### src/rtl/embed_pkg.sv
// ============================================================================
// embed_pkg : shared state encoding, default sizes and width helper for the
//             watermark-embedding sequencer.
// Revision  : 1.0
// ============================================================================
`default_nettype none

package embed_pkg;

  localparam int c_default_n         = 16;
  localparam int c_default_frame_len = 64;

  typedef enum logic [2:0] {
    S_IDLE  = 3'd0,
    S_FETCH = 3'd1,
    S_MULT  = 3'd2,
    S_ADD   = 3'd3,
    S_OUT   = 3'd4,
    S_DONE  = 3'd5
  } state_t;

  // ceil(log2(v)), never less than 1 so single-entry counters still get a bit
  function automatic int clog2_min1(input int v);
    int r;
    r = 1;
    for (int i = 1; i < 31; i++) begin
      if ((1 << i) < v) r = i + 1;
    end
    return r;
  endfunction

endpackage

`default_nettype wire

### src/rtl/serial_mult.sv
// ============================================================================
// serial_mult : N-cycle unsigned shift-add multiplier, one multiplier bit per
//               cycle LSB first; p is final on the cycle busy falls.
// Revision    : 1.0
// ============================================================================
`default_nettype none

module serial_mult
  import embed_pkg::*;
#(
  parameter int N = c_default_n
) (
  input  logic             clk,
  input  logic             rst_n,
  input  logic             load,
  input  logic [N-1:0]     a,
  input  logic [N-1:0]     b,
  output logic             busy,
  output logic [2*N-1:0]   p
);

  localparam int                c_cnt_w    = clog2_min1(N);
  localparam logic [c_cnt_w-1:0] c_cnt_last = c_cnt_w'(N - 1);

  logic [2*N-1:0]     r_mcand;
  logic [N-1:0]       r_mplier;
  logic [2*N-1:0]     r_p;
  logic [c_cnt_w-1:0] r_cnt;
  logic               r_busy;

  always_ff @(posedge clk or negedge rst_n) begin
    if (!rst_n) begin
      r_mcand  <= '0;
      r_mplier <= '0;
      r_p      <= '0;
      r_cnt    <= '0;
      r_busy   <= 1'b0;
    end else if (load) begin
      r_mcand  <= {{N{1'b0}}, a};
      r_mplier <= b;
      r_p      <= '0;
      r_cnt    <= '0;
      r_busy   <= 1'b1;
    end else if (r_busy) begin
      if (r_mplier[0]) r_p <= r_p + r_mcand;
      r_mcand  <= r_mcand << 1;
      r_mplier <= r_mplier >> 1;
      if (r_cnt == c_cnt_last) r_busy <= 1'b0;
      else                     r_cnt  <= r_cnt + 1'b1;
    end
  end

  assign busy = r_busy;
  assign p    = r_p;

endmodule

`default_nettype wire

### src/rtl/embed_seq_ctrl.sv
// ============================================================================
// embed_seq_ctrl : streams FRAME_LEN (ll1, ll2) pairs through one serial
//                  multiplier producing ll1 + alpha*ll2, then pulses done.
// Revision       : 1.0
// ============================================================================
`default_nettype none

module embed_seq_ctrl
  import embed_pkg::*;
#(
  parameter  int N         = c_default_n,
  parameter  int FRAME_LEN = c_default_frame_len,
  localparam int c_idx_w   = clog2_min1(FRAME_LEN)
) (
  input  logic               clk,
  input  logic               rst_n,
  input  logic               start,
  input  logic               abort,
  input  logic [N-1:0]       alpha,
  input  logic               in_valid,
  output logic               in_ready,
  input  logic [N-1:0]       ll1,
  input  logic [N-1:0]       ll2,
  output logic               out_valid,
  input  logic               out_ready,
  output logic [2*N-1:0]     out_data,
  output logic [c_idx_w-1:0] coef_idx,
  output logic               busy,
  output logic               done
);

  localparam int                 c_bit_w    = clog2_min1(N);
  localparam logic [c_idx_w-1:0] c_idx_last = c_idx_w'(FRAME_LEN - 1);
  localparam logic [c_bit_w-1:0] c_bit_last = c_bit_w'(N - 1);

  state_t             r_state;
  state_t             w_state_nxt;
  logic               w_load;
  logic [N-1:0]       r_alpha;
  logic [N-1:0]       r_ll1;
  logic [c_bit_w-1:0] r_bit_cnt;
  logic [c_idx_w-1:0] r_coef_idx;
  logic [2*N-1:0]     r_out_data;
  logic               r_in_ready;
  logic               r_out_valid;
  logic               r_busy;
  logic               r_done;
  logic               w_mult_busy;
  logic [2*N-1:0]     w_mult_p;

  serial_mult #(.N(N)) u_mult (
    .clk   (clk),
    .rst_n (rst_n),
    .load  (w_load),
    .a     (r_alpha),
    .b     (ll2),
    .busy  (w_mult_busy),
    .p     (w_mult_p)
  );

  always_comb begin
    w_state_nxt = r_state;
    w_load      = 1'b0;
    case (r_state)
      S_IDLE:  if (start) w_state_nxt = S_FETCH;
      S_FETCH: if (in_valid) begin
                 w_state_nxt = S_MULT;
                 w_load      = 1'b1;
               end
      S_MULT:  if (r_bit_cnt == c_bit_last) w_state_nxt = S_ADD;
      S_ADD:   if (!w_mult_busy) w_state_nxt = S_OUT;
      S_OUT:   if (out_ready) w_state_nxt = (r_coef_idx == c_idx_last) ? S_DONE : S_FETCH;
      S_DONE:  w_state_nxt = S_IDLE;
      default: w_state_nxt = S_IDLE;
    endcase
    // abort overrides every transition, including a simultaneous start
    if (abort) begin
      w_state_nxt = S_IDLE;
      w_load      = 1'b0;
    end
  end

  always_ff @(posedge clk or negedge rst_n) begin
    if (!rst_n) begin
      r_state     <= S_IDLE;
      r_in_ready  <= 1'b0;
      r_out_valid <= 1'b0;
      r_busy      <= 1'b0;
      r_done      <= 1'b0;
    end else begin
      r_state     <= w_state_nxt;
      r_in_ready  <= (w_state_nxt == S_FETCH);
      r_out_valid <= (w_state_nxt == S_OUT);
      r_busy      <= (w_state_nxt != S_IDLE);
      r_done      <= (w_state_nxt == S_DONE);
    end
  end

  always_ff @(posedge clk or negedge rst_n) begin
    if (!rst_n) begin
      r_alpha    <= '0;
      r_ll1      <= '0;
      r_bit_cnt  <= '0;
      r_coef_idx <= '0;
      r_out_data <= '0;
    end else begin
      if (r_state == S_IDLE && start && !abort) r_alpha <= alpha;

      if (w_load) begin
        r_ll1     <= ll1;
        r_bit_cnt <= '0;
      end else if (r_state == S_MULT) begin
        r_bit_cnt <= r_bit_cnt + 1'b1;
      end

      if (abort || (r_state == S_IDLE && start))
        r_coef_idx <= '0;
      else if (r_state == S_OUT && out_ready && r_coef_idx != c_idx_last)
        r_coef_idx <= r_coef_idx + 1'b1;

      if (r_state == S_ADD && !w_mult_busy && !abort)
        r_out_data <= w_mult_p + {{N{1'b0}}, r_ll1};
    end
  end

  assign in_ready  = r_in_ready;
  assign out_valid = r_out_valid;
  assign out_data  = r_out_data;
  assign coef_idx  = r_coef_idx;
  assign busy      = r_busy;
  assign done      = r_done;

endmodule

`default_nettype wire

### config.mk
export PLATFORM = sky130hd
export DESIGN_NAME = embed_seq_ctrl
export DESIGN_NICKNAME = d
export VERILOG_FILES = /design/src/rtl/embed_pkg.sv /design/src/rtl/serial_mult.sv /design/src/rtl/embed_seq_ctrl.sv
export SDC_FILE = /design/constraint.sdc
export NUM_CORES = 1
export LEC_CHECK = 0
export CAP_MARGIN = 20
export CORE_ASPECT_RATIO = 0.8
export CORE_MARGIN = 5
export CORE_UTILIZATION = 40
export CTS_CLUSTER_SIZE = 40
export DETAILED_ROUTE_END_ITERATION = 12
export DONT_BUFFER_PORTS = 1
export HOLD_SLACK_MARGIN = 0.15
export RECOVER_POWER = 25
export SLEW_MARGIN = 25
export SYNTH_ARGS = -nofsm -noshare
export SYNTH_HDL_FRONTEND = slang
export SYNTH_SLANG_ARGS = --single-unit
### constraint.sdc
create_clock -name clk -period 7.5 [get_ports clk]
set_input_delay 1.5 -clock clk [delete_from_list [all_inputs] [get_ports clk]]
set_output_delay 1.5 -clock clk [all_outputs]
set_load 0.005 [all_outputs]
Word level (Yosys, flattened, before mapping)
Cells that the tools add are included.
{"block": "totals", "mem_bits_rw": 0, "mem_bits_ro": 0, "mem_count": 0, "register_bits": 166, "latch_bits": 0}
{"block": "op_classes", "eq_ne": 12, "magnitude_cmp": 0, "div": 0, "n_mul": 0, "shifts": 0, "add_sub_neg": 5, "bitwise": 0, "muxes": 28, "n_reduce_logical": 17}
{"cell": "32-bit 2-to-1 mux", "count": 5}
{"cell": "32-bit by 16-bit adder with 32-bit output", "count": 1}
{"cell": "32-bit adder", "count": 1}
{"cell": "16-bit 2-to-1 mux", "count": 2}
{"cell": "3-bit 2-to-1 mux", "count": 7}
{"cell": "4-bit 2-to-1 mux", "count": 5}
{"cell": "3-bit case mux with 5 select lines", "count": 1}
{"cell": "6-bit 2-to-1 mux", "count": 2}
{"cell": "3-bit == test, second input constant", "count": 3}
{"cell": "4-bit by 1-bit adder with 4-bit output, second input constant", "count": 2}
{"cell": "4-bit == test, second input constant", "count": 2}
{"cell": "2-bit nonzero test", "count": 4}
{"cell": "6-bit by 1-bit adder with 6-bit output, second input constant", "count": 1}
{"cell": "3-bit by 1-bit == test with 1-bit output, second input constant", "count": 2}
{"cell": "3-bit by 2-bit == test with 1-bit output, second input constant", "count": 2}
{"cell": "6-bit == test, second input constant", "count": 1}
{"cell": "1-bit logical AND", "count": 6}
{"cell": "1-bit 2-to-1 mux", "count": 6}
{"cell": "6-bit != test, second input constant", "count": 1}
{"cell": "2-bit AND reduction", "count": 2}
{"cell": "3-bit zero test", "count": 1}
{"cell": "3-bit nonzero test", "count": 1}
{"cell": "1-bit zero test", "count": 2}
{"cell": "2-bit by 1-bit != test with 1-bit output, second input constant", "count": 1}
{"cell": "1-bit logical OR", "count": 1}

Logic depth before layout (Yosys ltp)
Gate-level depths: netlist (run 1).
{"block": "logic_depth", "depth_word": 6, "depth_mapped": 10}

Cells and area by module
From an unflattened synthesis (run 1), not the netlist that was laid out.
{"block": "hier_totals", "hier_cells": 995, "area_unflattened_um2": 9591.7}
{"mod": "serial_mult", "cells_each": 565, "n_inst": 1, "area_per_inst_um2": 5191.2}
{"mod": "embed_seq_ctrl", "cells_each": 430, "n_inst": 1, "area_per_inst_um2": 4400.5}

Worst setup path after synthesis (run 1)
No wires, ideal clock.
{"block": "synth_timing", "path_type": "input -> register", "start": "input abort", "end": "register u_mult.r_mplier[11]", "slack_ns": 4.571, "setup_ns": 0.135, "cell_stages": 4, "t_required_ns": 7.365, "path_buffers": 2, "arrival_time_ns": 2.794, "path_cell_list": "nor4_1 clkbuf_1 clkbuf_1 o21ai_0"}
{"block": "synth_between", "elab_chain_cells": 2}
{"item": "start, declared", "line": "embed_seq_ctrl.sv:18", "source": "input logic abort,"}
{"item": "1-bit 2-to-1 mux *", "line": "embed_seq_ctrl.sv:77", "source": "if (abort) begin"}
{"item": "16-bit 2-to-1 mux / 2-bit nonzero test (equally long branches)"}
{"item": "end signal, assigned", "line": "serial_mult.sv:47", "source": "r_mplier <= r_mplier >> 1;"}
{"item": "end, declared", "line": "serial_mult.sv:26", "source": "logic [N-1:0] r_mplier;"}
Mark *: on every way between the ends. The rest lies on a longest branch, timed or not.
A chain may end at the register's enable or synchronous reset.

Final worst setup path (run 1)
{"block": "layout_timing", "start": "register u_mult.r_mcand[0]", "end": "register u_mult.r_p[30] (netlist: u_mult.p[30])"}
{"block": "layout_between", "elab_chain_cells": 4}
{"item": "start, declared", "line": "serial_mult.sv:25", "source": "logic [2*N-1:0] r_mcand;"}
{"item": "start signal, assigned", "line": "serial_mult.sv:39", "source": "r_mcand <= {{N{1'b0}}, a};"}
{"item": "start signal, assigned", "line": "serial_mult.sv:46", "source": "r_mcand <= r_mcand << 1;"}
{"item": "32-bit adder", "line": "serial_mult.sv:45", "source": "if (r_mplier[0]) r_p <= r_p + r_mcand;"}
{"item": "32-bit 2-to-1 mux", "line": "serial_mult.sv:45"}
{"item": "32-bit 2-to-1 mux", "line": "serial_mult.sv:44", "source": "end else if (r_busy) begin"}
{"item": "32-bit 2-to-1 mux", "line": "serial_mult.sv:38", "source": "end else if (load) begin"}
{"item": "end signal, assigned", "line": "serial_mult.sv:45"}
{"item": "end, declared", "line": "serial_mult.sv:27", "source": "logic [2*N-1:0] r_p;"}
No other way between the ends. The select of a mux whose other input is x is not followed.

==> results of run 1 <==
[per-layer routing]
| layer | wire (um) | GRT usage, % | share of wire (%) |
|---|---|---|---|
| met2 | 7760 | 20.36 | 37 |
| met5 | 28 | 0 | 0.13 |
| met3 | 1406 | 4.876 | 6.7 |
| met4 | 167 | 3.488 | 0.80 |
| met1 | 11620 | 25.77 | 55 |
[sequential cells by signal, indices dropped and copies added, names as in the netlist]
signal,cells
in_ready,1
u_mult.r_mcand,32
out_valid,1
coef_idx,6
r_ll1,16
u_mult.r_cnt,4
u_mult.p,32
u_mult.r_mplier,16
r_bit_cnt,4
r_alpha,16
u_mult.busy,1
busy,1
done,1
r_state,3
out_data,32
[stage by stage]
| stage | cell area [sq um] | worst slack, ns |
|---|---|---|
| finish | 10340 | 4.266 |
| detailed placement | 9717 | 4.053 |
| floorplan | 9429 | 4.571 |
| CTS | 10340 | 4.283 |
| global route | 10340 | 4.001 |
| global placement | 9717 | 4.080 |
[power breakdown]
part / internal [uW] / switching (uW)
logic: 774 / 957
clock network: 542 / 383
registers: 1200 / 330
[cells in the mapped netlist (all sizes together), types with 5 or more instances]
cell,count,area (sq um)
o21ai,94,470.5
and3,12,75.07
nor2,69,259.0
xnor2,39,341.6
inv,16,60.05
ha,50,625.6
nand3b,5,37.54
a31oi,6,37.54
mux2i,53,530.5
or3,7,43.79
xor2,18,157.7
o211ai,6,45.04
dfrtp,166,4154
mux2,20,225.2
a21o,26,196.4
nor4b,8,97.59
a21oi,70,350.3
nand3,12,60.06
clkbuf,42,157.7
nand4,8,50.05
o21a,5,37.54
nor3,23,115.1
a211oi,10,85.08
nor3b,5,37.54
o21bai,6,45.04
nand2,200,750.7
[tightest hold or removal path: stages, from the launching register on]
cell and delay (ns):
dfrtp_1 0.34, nand2_1 0.05, o21ai_0 0.06
[cell families after synthesis]
group | count (synthesis) | share of synthesized area (%)
XOR/XNOR | 57 | 5.295
multiplexers | 73 | 8.015
flip-flops | 166 | 44.06
adder cells (fa/ha/maj) | 52 | 7.059
AO/OA/AOI/OAI | 239 | 15.46
AND/OR/NAND/NOR | 369 | 17.75
buffers and inverters | 59 | 2.362
[cell type report]
class	instances	area [sq um]
Sequential cell	166	4155
Fill cell	2254	13000
Multi-Input combinational cell	790	5059
Inverter	16	60.06
Clock inverter	14	183.9
Tap cell	312	390.4
Clock buffer	18	439.2
Timing Repair Buffer	7	52.55
[how the worst max path moves through the flow]
stage	end	cells past startpoint	from
after CTS	u_mult.p[30]$_DFFE_PN0P_	10	u_mult.r_mcand[0]$_DFFE_PN0P_
after global routing	u_mult.p[30]$_DFFE_PN0P_	10	u_mult.p[0]$_DFFE_PN0P_
after floorplan	u_mult.r_mplier[11]$_DFFE_PN0P_	4	abort
final	u_mult.p[30]$_DFFE_PN0P_	10	u_mult.r_mcand[0]$_DFFE_PN0P_
after global placement	u_mult.p[29]$_DFFE_PN0P_	6	abort
after detailed placement	u_mult.p[29]$_DFFE_PN0P_	6	abort
==> flow_summary.json, run 1 <==
{
  "min_from": "r_alpha[3]$_DFFE_PN0P_",
  "r2r_cells": 10,
  "yosysWarningCount": 0,
  "insertion_delay_ns": 0.43,
  "rsz0062_at_grt": "false",
  "vias": 6911,
  "async_flop_share_pct": 100.0,
  "holdWs_ns": 0.4780,
  "clockBufferDepth": 2,
  "final_cells": 1323,
  "irDropWorstVdd_mv": 0.1743,
  "max_freq_ghz": 0.3092,
  "post-route-period-util_pct": 43.13,
  "synth_edf_count": 0,
  "crit_buf_inv": 0,
  "r2r-start": "u_mult.r_mcand[0]$_DFFE_PN0P_",
  "drt-initial-drc-count": 419,
  "status": "completed",
  "antenna_found_initial": 3,
  "cellPowerDensity_nw_per_um2": 404.4,
  "grt_max_degree": 167,
  "cp-start-kind": "flop",
  "numClockSinks": 166,
  "port_buffers": 0,
  "finalSetupViolations": 0,
  "initial_core_util_pct": 40.41,
  "finalHoldViolations": 0,
  "fin_crit_ns": 3.234,
  "post-cts-setup-buffers": 0,
  "first_pass_iters": 4,
  "synth.avg_cell_area_sq_um": 9.290,
  "power_uw": 4181,
  "final_util_pct": 44.31,
  "drv_cap": 0,
  "worstPathCellList": "ha_1 > fa_1 > a211oi_1 > o21ai_1 > a31oi_1 > o211ai_1 > a41oi_1 > o221ai_1 > mux2i_1 > nand3_1",
  "ys_seq_elements": 166,
  "ctsHoldBuffers": 0,
  "htree_levels": 4,
  "viasPerCell": 5.224,
  "path_max_fanout": 4,
  "max_slew_margin_pct": 36.31,
  "die_h_um": 147.3,
  "synth_area_sq_um": 9429,
  "grt_pass1_vias": 6613,
  "drcViolationCount": 0,
  "rows": 50,
  "hold_class": "flop to flop",
  "slowest_stage": "dfrtp_1",
  "path_clk_slew_ns": 0.07,
  "clock_skew_ns": 0.01620,
  "nets": 1104,
  "dieArea_sq_um": 26760,
  "slew_violations": 0,
  "final_common_cell": "nand2_1",
  "drt_wl_total_mm": 20.98,
  "p_leak_uw": 0.004893,
  "grt_pass1_wl_mm": 35.12,
  "path_class": "flop to flop",
  "synth_cells": 1015,
  "critPathTopFamily": "compound AO/OA/AOI/OAI gates",
  "reg2reg_slack_ns": 4.27,
  "cts_root_buf": "clkbuf_16",
  "pin_count": 96,
  "antennaDiodeCount": 0,
  "place_inst": 1291,
  "r2r-end": "u_mult.p[30]$_DFFE_PN0P_",
  "worstSetupEndpointType": "flop",
  "area_growth_pct": 9.660,
  "dp_hpwl_mm": 15.01,
  "worstMarginPinSlew_ns": 0.9554,
  "drt-wirelength-per-cell_um": 15.86,
  "cp.required_ns": 7.80,
  "final_cell_mix": "nand2_1, dfrtp_1, o21ai_0, a21oi_1, nor2_1",
  "hold_end": "u_mult.r_mcand[3]$_DFFE_PN0P_",
  "core_sq_um": 23330,
  "final.setup.tns_ns": 0,
  "yosysSeqAreaShare_pct": 44.06,
  "die_x_um": 181.7,
  "cts_tree": "yes",
  "critPathMaxStageDelay_ns": 0.43,
  "synth.distinct_cells": 54,
  "grt_usage_pct": 15.93,
  "place_congestion": 0.9241,
  "hold_depth": 2,
  "drive_gt1_share_pct": 7.715,
  "synth_ff_type": "dfrtp_1",
  "synth_nets": 1121,
  "postRouteAntennaNets": 0,
  "cts_resized": 0,
  "arrival_ns": 3.54,
  "numCtsBuffers": 17,
  "grt.overflow.total": 0
}
No activity file was read; power rests on OpenSTA's default activity.
==> run 2, diff against run 1 <==
==> constraint.sdc (replaced) <==
create_clock -name clk -period 2.7 [get_ports clk]
set_input_delay 0.54 -clock clk [delete_from_list [all_inputs] [get_ports clk]]
set_output_delay 0.54 -clock clk [all_outputs]
set_load 0.005 [all_outputs]
==> run 2 against run 1 <==
The flow now finishes with violations (negative hold slack). Register-to-register slack worse by 4.2 ns. Global-route usage grew 0.72 points. Sequential power increased to 2.7 times the previous value. Cell area increased by 4.2%. Via count is 4.6% higher. First-iteration DRC count rose by 17%. Critical path depth unchanged. Die area unchanged. Worst setup slack got worse by 4.2 ns. Hold slack worse by 0.67 ns.
==> flow_summary.json, run 2 (synthesis results as in run 1) <==
{
  "drcViolationCount": 0,
  "cts_tree": "yes",
  "die_x_um": 181.7,
  "clockBufferDepth": 2,
  "core_sq_um": 23330,
  "worstSetupEndpointType": "flop",
  "irDropWorstVdd_mv": 0.4761,
  "vias": 7227,
  "numClockSinks": 166,
  "status": "complete, but fails checks",
  "max_freq_ghz": 0.3760,
  "clock_skew_ns": 0.01251,
  "finalSetupViolations": 0,
  "slew_violations": 0,
  "slowest_stage": "dfrtp_1",
  "fin_crit_ns": 2.659,
  "worstPathCellList": "ha_2 > fa_2 > a211oi_4 > o21ai_2 > a31oi_2 > o211ai_1 > a41oi_2 > o221ai_2 > mux2i_1 > nand3_1",
  "area_growth_pct": 14.32,
  "drv_cap": 0,
  "final_common_cell": "nand2_1",
  "rsz0062_at_grt": "true",
  "postRouteAntennaNets": 0,
  "post-route-period-util_pct": 98.50,
  "rows": 50,
  "hold_class": "primary input to async pin",
  "arrival_ns": 2.97,
  "port_buffers": 0,
  "pin_count": 96,
  "drt_wl_total_mm": 21.99,
  "max_slew_margin_pct": 50.50,
  "path_clk_slew_ns": 0.07,
  "violations": "negative hold slack",
  "grt_max_degree": 167,
  "path_class": "flop to flop",
  "worstMarginPinSlew_ns": 0.7408,
  "path_max_fanout": 4,
  "drt-initial-drc-count": 490,
  "dieArea_sq_um": 26760,
  "htree_levels": 4,
  "cp.required_ns": 3.01,
  "grt_usage_pct": 16.66,
  "cellPowerDensity_nw_per_um2": 1120,
  "numCtsBuffers": 17,
  "p_leak_uw": 0.005074,
  "first_pass_iters": 5,
  "grt_pass1_wl_mm": 36.47,
  "crit_buf_inv": 0,
  "cp-start-kind": "flop",
  "setup_ws_ns": 0.04063,
  "viasPerCell": 5.295,
  "critPathMaxStageDelay_ns": 0.39,
  "grt_pass1_vias": 6952,
  "die_h_um": 147.3,
  "cts_root_buf": "clkbuf_16",
  "holdWs_ns": -0.1877,
  "nets": 1142,
  "drt-wirelength-per-cell_um": 16.11,
  "drive_gt1_share_pct": 13.06,
  "critPathTopFamily": "compound AO/OA/AOI/OAI gates",
  "dp_hpwl_mm": 15.76,
  "place_ws_ns": -0.1622,
  "finalHoldViolations": 166,
  "place_congestion": 0.8761,
  "post-cts-setup-buffers": 0,
  "initial_core_util_pct": 40.41,
  "final_cell_mix": "nand2_1, dfrtp_1, o21ai_0, nor2_1, a21oi_1",
  "antenna_found_initial": 8,
  "grt.overflow.total": 0,
  "insertion_delay_ns": 0.43
}
[run 2: timing repair]
item                       CTS  global route
resized for setup            7            25
setup endpoints to repair   17            24
hold endpoints to repair   166           166
pin swaps                    2            13
gates cloned                 0             0
[run 2: per-layer routing]
layer / share of wire (%) / routed length (um) / track usage, %
met5: 0.19 / 42 / 0
met4: 1.1 / 236 / 4.651
met3: 8.0 / 1764 / 5.743
met2: 39 / 8551 / 22.08
met1: 52 / 11400 / 25.41
[run 2: cell type report]
type                       count  area [sq um]
timing repair buffer          45         379.1
clock buffer                  17         425.4
tap                          312         390.4
fill                        2198         12560
multi-input combinational    790          5197
clock inverter                15         160.2
antenna                        4         10.01
inverter                      16         60.06
sequential                   166          4156
[run 2: through the flow]
step           total power [uW]  TNS [ns]  cells  utilization [%]  instance area, sq um
6_report                  12070         0   1365            46.19                 10780
3_3_place_gp               9350   -0.2498   1329            43.02                 10040
4_1_cts                   11970         0   1361            45.68                 10660
5_1_grt                   13040   -0.2186   1365            46.19                 10780
3_5_place_dp               9435   -0.8641   1329            43.02                 10040
2_1_floorplan              7919         0   1015                -                  9429
[run 2: path summary, 6_finish.rpt]
kind                                          startpoint                             to  slack (ns)  depth (start not counted)
hold reg to reg                   r_alpha[7]$_DFFE_PN0P_  u_mult.r_mcand[7]$_DFFE_PN0P_        0.48                          2
min in group clk                                   abort           r_state[1]$_DFF_PN0_        0.19                          1
hold / removal                                     rst_n         r_alpha[2]$_DFFE_PN0P_       -0.19                          0
setup / recovery           u_mult.r_mcand[0]$_DFFE_PN0P_       u_mult.p[30]$_DFFE_PN0P_        0.04                         10
max in group asynchronous                          rst_n        out_data[0]$_DFFE_PN0P_        2.61                          0
setup reg to reg           u_mult.r_mcand[0]$_DFFE_PN0P_       u_mult.p[30]$_DFFE_PN0P_        0.04                         10
[run 2: power by group]
group / leakage, uW / total [uW] / switching [uW] / internal (uW)
logic: 0.00265 / 5570 / 3050 / 2520
registers: 0.00215 / 4070 / 750 / 3320
clock network: 0.000277 / 2430 / 1110 / 1310
total: 0.00507 / 12100 / 4920 / 7150
